--- src/rtl/regfile_pkg.sv ---
// Shared types and default sizes for the regfile_mp register bank and its clear sequencer.
package regfile_pkg;

   localparam int DEFAULT_DATA_W = 32;
   localparam int DEFAULT_ADDR_W = 5;

   typedef enum logic [1:0] {
      IDLE  = 2'd0,
      CLEAR = 2'd1,
      DONE  = 2'd2
   } clr_state_e;

endpackage

--- src/rtl/regfile_clear_fsm.sv ---
// Bulk-clear sequencer: walks ptr over every entry, one per cycle, and
// reports progress through registered clr_busy / clr_done flags.
module regfile_clear_fsm
   import regfile_pkg::*;
#(
   parameter int ADDR_W = DEFAULT_ADDR_W
) (
   input  logic              clk,
   input  logic              rst,
   input  logic              clr_req,
   output logic              clr_busy,
   output logic              clr_done,
   output logic              clr_we,
   output logic [ADDR_W-1:0] clr_addr
);

   localparam logic [ADDR_W-1:0] LAST = '1;

   clr_state_e        state_q;
   logic [ADDR_W-1:0] ptr_q;
   logic              busy_q;
   logic              done_q;

   always_ff @(posedge clk) begin
      if (rst) begin
         state_q <= IDLE;
         ptr_q   <= '0;
         busy_q  <= 1'b0;
         done_q  <= 1'b0;
      end else begin
         case (state_q)
            IDLE: begin
               done_q <= 1'b0;
               if (clr_req) begin
                  state_q <= CLEAR;
                  ptr_q   <= '0;
                  busy_q  <= 1'b1;
               end
            end
            CLEAR: begin
               // ptr parks on the last entry instead of wrapping
               if (ptr_q == LAST) begin
                  state_q <= DONE;
                  busy_q  <= 1'b0;
                  done_q  <= 1'b1;
               end else begin
                  ptr_q <= ptr_q + 1'b1;
               end
            end
            DONE: begin
               state_q <= IDLE;
               done_q  <= 1'b0;
            end
            default: begin
               state_q <= IDLE;
               busy_q  <= 1'b0;
               done_q  <= 1'b0;
            end
         endcase
      end
   end

   assign clr_busy = busy_q;
   assign clr_done = done_q;
   assign clr_we   = busy_q;
   assign clr_addr = ptr_q;

endmodule

--- src/rtl/regfile_mp.sv ---
// Parametrised 2-read/1-write register file with optional zero register and bulk clear.
// Define REGFILE_BYPASS_EN to forward same-cycle write data onto the read ports.
module regfile_mp
   import regfile_pkg::*;
#(
   parameter int DATA_W   = DEFAULT_DATA_W,
   parameter int ADDR_W   = DEFAULT_ADDR_W,
   parameter int ZERO_REG = 1
) (
   input  logic              clk,
   input  logic              rst,
   input  logic [ADDR_W-1:0] rs,
   input  logic [ADDR_W-1:0] rt,
   output logic [DATA_W-1:0] rd1,
   output logic [DATA_W-1:0] rd2,
   input  logic              reg_write,
   input  logic [ADDR_W-1:0] reg_to_write,
   input  logic [DATA_W-1:0] data_to_write,
   input  logic              clr_req,
   output logic              clr_busy,
   output logic              clr_done
);

   localparam int DEPTH = 2 ** ADDR_W;

   logic [DATA_W-1:0] mem_q [DEPTH];
   logic              clr_we;
   logic [ADDR_W-1:0] clr_addr;
   logic              ext_we;
   logic              zero_rs;
   logic              zero_rt;
   logic              zero_wr;

   regfile_clear_fsm #(
      .ADDR_W (ADDR_W)
   ) u_clear_fsm (
      .clk      (clk),
      .rst      (rst),
      .clr_req  (clr_req),
      .clr_busy (clr_busy),
      .clr_done (clr_done),
      .clr_we   (clr_we),
      .clr_addr (clr_addr)
   );

   assign zero_rs = (ZERO_REG != 0) && (rs == '0);
   assign zero_rt = (ZERO_REG != 0) && (rt == '0);
   assign zero_wr = (ZERO_REG != 0) && (reg_to_write == '0);
   assign ext_we  = reg_write && !clr_busy && !zero_wr;

   // The clear engine owns the write port while busy, so the two writers never collide.
   always_ff @(posedge clk) begin
      if (rst) begin
         for (int i = 0; i < DEPTH; i++) begin
            mem_q[i] <= '0;
         end
      end else if (clr_we) begin
         mem_q[clr_addr] <= '0;
      end else if (ext_we) begin
         mem_q[reg_to_write] <= data_to_write;
      end
   end

   always_comb begin
      rd1 = mem_q[rs];
      rd2 = mem_q[rt];
`ifdef REGFILE_BYPASS_EN
      if (ext_we && (reg_to_write == rs)) rd1 = data_to_write;
      if (ext_we && (reg_to_write == rt)) rd2 = data_to_write;
`endif
      if (zero_rs) rd1 = '0;
      if (zero_rt) rd2 = '0;
   end

endmodule

--- config.mk ---
export PLATFORM = sky130hd
export DESIGN_NAME = regfile_mp
export DESIGN_NICKNAME = d
export VERILOG_FILES = /design/src/rtl/regfile_pkg.sv /design/src/rtl/regfile_clear_fsm.sv /design/src/rtl/regfile_mp.sv
export SDC_FILE = /design/constraint.sdc
export NUM_CORES = 2
export LEC_CHECK = 0
export CAP_MARGIN = 20
export CORE_MARGIN = 2
export CORE_UTILIZATION = 35
export CTS_BUF_LIST = sky130_fd_sc_hd__clkbuf_16
export CTS_CLUSTER_DIAMETER = 120
export DETAILED_ROUTE_END_ITERATION = 10
export GPL_TIMING_DRIVEN = 0
export PLACE_DENSITY_LB_ADDON = 0.08
export SYNTH_ARGS = -nofsm -noshare
export SYNTH_HDL_FRONTEND = slang
export SYNTH_SLANG_ARGS = --single-unit
export TNS_END_PERCENT = 10
--- constraint.sdc ---
create_clock -name clk -period 7.2 [get_ports clk]
set_clock_uncertainty 0.15 [all_clocks]
set_input_delay 1.44 -clock clk [delete_from_list [all_inputs] [get_ports clk]]
set_output_delay 1.44 -clock clk [all_outputs]
set_load 0.01 [all_outputs]
-- Word level (Yosys, flattened, before mapping)
Memories as Yosys holds them, arrays and structs flattened.
Cells that the tools add are included.
- register bits after elaboration: 9
- RAM bits: 1024
- input port bits: 51
- output and inout bits: 66
- logic and storage cells: 55
- memories: 1
- $add $sub $neg: 1
- equal/unequal tests: 6
- muxes and demuxes: 26
- bitwise logic cells: 2
- reductions and logical operators: 15
- memory list (name ; words ; width ; read ports ; clocked after Yosys merged registers in ; write ports ; RTL line ; RTL):
    mem_q ; 32 ; 32 ; 2 ; 0 ; 32 ; regfile_mp.sv:26 ; logic [DATA_W-1:0] mem_q [DEPTH];
- operators by type and width (kind ; count):
    $mux W32 ; 4
    $reduce_or A32 Y1 ; 2
    $mux W5 ; 4
    $logic_not A5 Y1 ; 3
    $mux W1 ; 13
    $pmux W5 S2 ; 1
    $reduce_and A3 Y1 ; 2
    $add A5 B1 Y5 const B ; 1
    $eq A5 B5 Y1 const B ; 1
    $mux W2 ; 2
    $ne A2 B2 Y1 const B ; 2
    $pmux W2 S2 ; 1
    $pmux W1 S3 ; 1
    $eq A2 B1 Y1 const B ; 1
    $eq A2 B2 Y1 const B ; 1
    $logic_and A1 B1 Y1 ; 2
    $logic_not A1 Y1 ; 2
    $logic_not A2 Y1 ; 1
    $ne A2 B1 Y1 const B ; 1
    $not A1 Y1 ; 2
    $reduce_and A2 Y1 ; 1
    $reduce_bool A2 Y1 ; 1
    $reduce_or A2 Y1 ; 1

-- Logic depth before layout (Yosys ltp)
- depth after elaboration: 9
- gate-level depth with buffers: 9
- gate-level depth less buffers: 7

-- By module
A second synthesis with hierarchy kept.
- cell total of the unflattened synthesis: 3710
- area total of the unflattened synthesis: 53930.5 um^2
- by module, submodules not included (module ; times used ; cells each ; area an instance (um^2) ; seq. area each (um^2)):
    regfile_mp ; 1 ; 3657 ; 53427.5 ; 30749.5
    regfile_clear_fsm ; 1 ; 53 ; 503.0 ; 180.2

-- Least setup slack after synthesis
Ideal clock, no wire load.
- path type: input -> register
- start: in rst
- end: mem mem_q[15][0] (netlist name), enable pin
- library setup time: 0.470 ns
- arrival: 5.245 ns
- required time: 6.580 ns
- setup slack: 1.335 ns
- stages: 8
- buffers on the path: 4
- cells stage by stage: or3b_1 buf_2 a21o_1 buf_2 buf_6 a21o_1 buf_2 o31ai_1
- RTL lines (what ; RTL line ; RTL):
    start: declaration ; regfile_mp.sv:11 ; input logic rst,
    end: declaration ; regfile_mp.sv:26 ;

-- Worst setup path in the final report
- start: in rt[0]
- end: out rd2[15]
- longest elaborated chain between the ends: 2
- elaborated cells between the ends (all ways): 3
- classes of those cells: mux: 1; reduce/logical: 1; memory: 1
- ends and longest elaborated chain (what ; RTL line ; RTL):
    start: declaration ; regfile_mp.sv:13 ; input logic [ADDR_W-1:0] rt,
    $mem_v2 Z32 W32 or $logic_not A5 Y1 (tied branches) ; n/a ;
    $mux W32 (*) ; regfile_mp.sv:72 ; if (zero_rt) rd2 = '0;
    end: declaration ; regfile_mp.sv:15 ; output logic [DATA_W-1:0] rd2,
Mark *: on every way between the ends. The rest lies on a longest branch, timed or not.

==> results_dict.tcl <==
set metrics [dict create \
    status "finished, violations left" \
    violations "negative setup slack" \
    synth-edff-count 1024 \
    nets 4267 \
    cp-start-kind "input port" \
    crit_type "in2out" \
    timing.rr.start "u_clear_fsm.clr_busy$_SDFFE_PP0P_" \
    cp_slowest_stage_delay_ns 0.84 \
    whs_endpoint "u_clear_fsm.clr_done$_SDFFE_PP0N_" \
    clock.fmax_ghz 0.135 \
    fin_crit_sh 1.03 \
    final-setup-viol-count 20 \
    synth_xor_xnor_area_share 0.000320 \
    maxCapViolations 0 \
    leakage_nw 20.8 \
    rsz0062_at_grt "no" \
    fin_crit_ns 7.41 \
    p_per_area_nw_per_um2 238 \
    num_vias 42200 \
    seq_area_frac_synth 0.565 \
    hold_path.class "reg2reg" \
    postCtsSetupBuffers 0 \
    post-route-worst-setup-slack_ns -0.212 \
    clkTransAtPathRegs_ns 0.06 \
    worstPathBufferInverterCount 4 \
    switchingPower_mw 4.29 \
    slowest_stage "a311oi_2" \
    worstMarginPinSlew_ns 1.29 \
    relSlewSlack 0.139 \
    r2r_slack_ns 2.64 \
    wl_per_cell_um 41.9 \
    ys.flop_type "edfxtp_1" \
    port_buffers 106 \
    end_kind "output port" \
    cp.required_ns 5.61 \
    wl_met1_mm 107 \
    synth_top_family_by_area "multiplexers" \
    die_h_um 399 \
    die_w_um 399 \
    syn_area_um2 54700 \
    setup_tns_ns -1.47 \
    clock-sinks 1033 \
    die-area_um2 160000 \
    seqPwrFrac 0.445 \
    syn_to_final_growth_pct 19.4 \
    syn_inst 3825 \
    p_int_mw 11.3 \
    coreArea_um2 156000 \
    yosys_warnings 0 \
    grt_pass1_vias 41100 \
    cpLargestDelayFamily "buffers and inverters" \
    fill_cells 14500 \
    cts-root-buf "clkbuf_16" \
    drt-initial-drc-count 6266 \
    rows 145 \
    grt_pass1_wl_mm 358 \
    muxShareOfSynthArea 0.221 \
    p_clk_frac 0.407 \
    multi_input_area_um2 22400 \
    async_flop_share 0 \
    grt-ovfl-total 0 \
    worstPathCellList "clkbuf_2, buf_2, nor2_1, clkbuf_1, a221oi_1, o21ai_0, a311oi_2, clkdlybuf4s50_1" \
    final_max_slew_viol_count 0 \
    hpwl_mm 199 \
    arrival_ns 5.82 \
    crit_fanout 10 \
    highest_layer "met5" \
    yosys.area_share.adder 0.000457 \
    met2_length_mm 114 \
    place_ws_ns -0.738 \
    insertion_delay_ns 0.74 \
    hold_ws_ns 0.375 \
    io-pin-count 117 \
    start_util 0.352 \
    viasPerCell 6.62 \
    wl_met3_mm 28.8 \
    gp_congestion 0.962 \
    peakVddDrop_v 0.000203 \
    combPwrFrac 0.148 \
    groute.usage.overall 0.333 \
    ys_types 59 \
    synth_compound_area_frac 0.0582 \
    drive_above_1_share 0.263 \
    htreeDepth 3 \
    grt_antenna_before_repair 16 \
    hold_viol_final 0 \
    hp-start "u_clear_fsm.clr_done$_SDFFE_PP0N_" \
    dr.pass1.iters 6 \
    swShare 0.275 \
    rr_endpoint "mem_q[13][28]$_SDFFCE_PN0P_" \
    syn_area_per_cell_um2 14.3 \
    cts_buffer_depth 3 \
    drc_errors 0 \
    ant_nets 0 \
    reg2reg_depth 9 \
    ys_seq_elements 1033 \
    regArea_um2 30900 \
    wirelength_mm 267 \
    hold_path_depth 2 \
    cts_buffers 120 \
    cts_hold_buf 0 \
    synth-simple-area-share 0.116 \
    cts_tree "yes" \
    grt_max_degree 20 \
]
## flip-flops by register name (all words and copies together) (netlist names)
name	cells
u_clear_fsm.state_q	2
u_clear_fsm.clr_addr	5
u_clear_fsm.clr_done	1
u_clear_fsm.clr_busy	1
mem_q	1024
## kinds of logic after synthesis
family          after synthesis
compound gates              434
xor+xnor                      2
fa+ha+maj                     2
buf+inv                     489
flops                      1033
mux                         640
other cells                   1
simple gates               1224
## final cells by class
cell class	instances	area share
clock buffers	125	0.0479
inverters	5	0.000287
well taps	2058	0.0394
clock inverters	93	0.0125
repair buffers	236	0.0510
diodes	6	0.000230
multi-input cells	2334	0.343
plain buffers	484	0.0323
flip-flops and latches	1033	0.473
## stage by stage
stage / power, mW / cells / utilization / area, um2
finish: 15.6 / 6374 / 0.420 / 65300
global route: 15.8 / 6369 / 0.420 / 65300
CTS: 15.5 / 6361 / 0.419 / 65200
detailed placement: 9.26 / 6143 / 0.392 / 61100
global placement: 9.15 / 6020 / 0.376 / 58500
floorplan: 8.07 / 3856 / - / 54800
## worst max-delay path by stage
stage | start | endpoint | slack (ns) | depth (start not counted)
2_1_floorplan | rst | mem_q[15][0]$_SDFFCE_PN0P_ | 1.34 | 8
3_3_place_gp | reg_to_write[4] | mem_q[14][25]$_SDFFCE_PN0P_ | -3.96 | 7
3_5_place_dp | rs[0] | rd1[13] | -0.74 | 8
4_1_cts | rs[3] | rd1[17] | -0.09 | 7
5_1_grt | rs[1] | rd1[11] | 0.0006 | 8
6_report | rt[0] | rd2[15] | -0.21 | 8
## power by group through the flow
| stage | registers, mW | clock network [mW] | logic, mW |
|---|---|---|---|
| 3_5_place_dp | 7.06 | 0 | 2.21 |
| 5_1_grt | 6.96 | 6.55 | 2.31 |
| 4_1_cts | 6.93 | 6.34 | 2.23 |
| 6_report | 6.94 | 6.33 | 2.31 |
| 2_1_floorplan | 7.03 | 0 | 1.04 |
| 3_3_place_gp | 7.10 | 0 | 2.04 |
## worst register-to-register path, delay by kind of cell, from the launching register on
kind,cells,cell delay [ns]
AOI/OAI and AO/OA,3,1.90
and+or+nand+nor,1,0.39
buffers and inverters,5,1.43
DFF,1,0.40
## cell usage in the layout, fill, tap and decap left out, types with 65 or more instances in the layout
cell             netlist  routed
a211oi_1              65      65
a22oi_1               66      66
and2_1                68      68
buf_2                159     162
buf_8                  0      91
clkbuf_1             286     273
clkbuf_16              0     125
clkdlybuf4s50_1        0     106
edfxtp_1            1024    1024
mux2i_1              128     128
mux4_2               448     448
nand2_1              106     106
nor2_1               146     145
nor2b_1               70      69
nor3_1               746     746
o21ai_0              115     115
## cell usage after synthesis (all sizes together), types with 2 or more instances
cell type	n	area, um2
nor2	146	548
o21ai	121	606
inv	4	15.0
nand3b	2	15.0
a22oi	66	495
a221oi	47	412
o32a	2	20.0
edfxtp	1024	30700
a311oi	64	561
or3b	2	17.5
a211oi	67	521
dfxtp	9	180
mux4	448	10100
a21oi	8	40.0
nor3	806	4330
nand2	106	398
and3	3	18.8
or4	2	15.0
nor4b	3	26.3
and2	68	425
nand2b	5	31.3
a31oi	7	92.6
o2111ai	17	149
a21o	3	22.5
nor2b	70	438
clkbuf	286	1070
buf	198	1010
or2	2	12.5
mux2	64	721
o31ai	26	195
mux2i	128	1280
nor3b	3	22.5
ha	2	25.0
## layer usage
layer	vias up	global-route usage
met3	589	0.0837
li1	16300	-
met5	-	0.00787
met4	8	0.182
met2	2895	0.480
met1	22400	0.458
## what timing repair did
| item | 4_1_cts | 5_1_grt |
|---|---|---|
| resized for setup | 35 | 8 |
| endpoints found under the setup margin | 46 | 21 |
| hold endpoints to repair | 0 | 0 |
(Power assumes the default switching activity.)
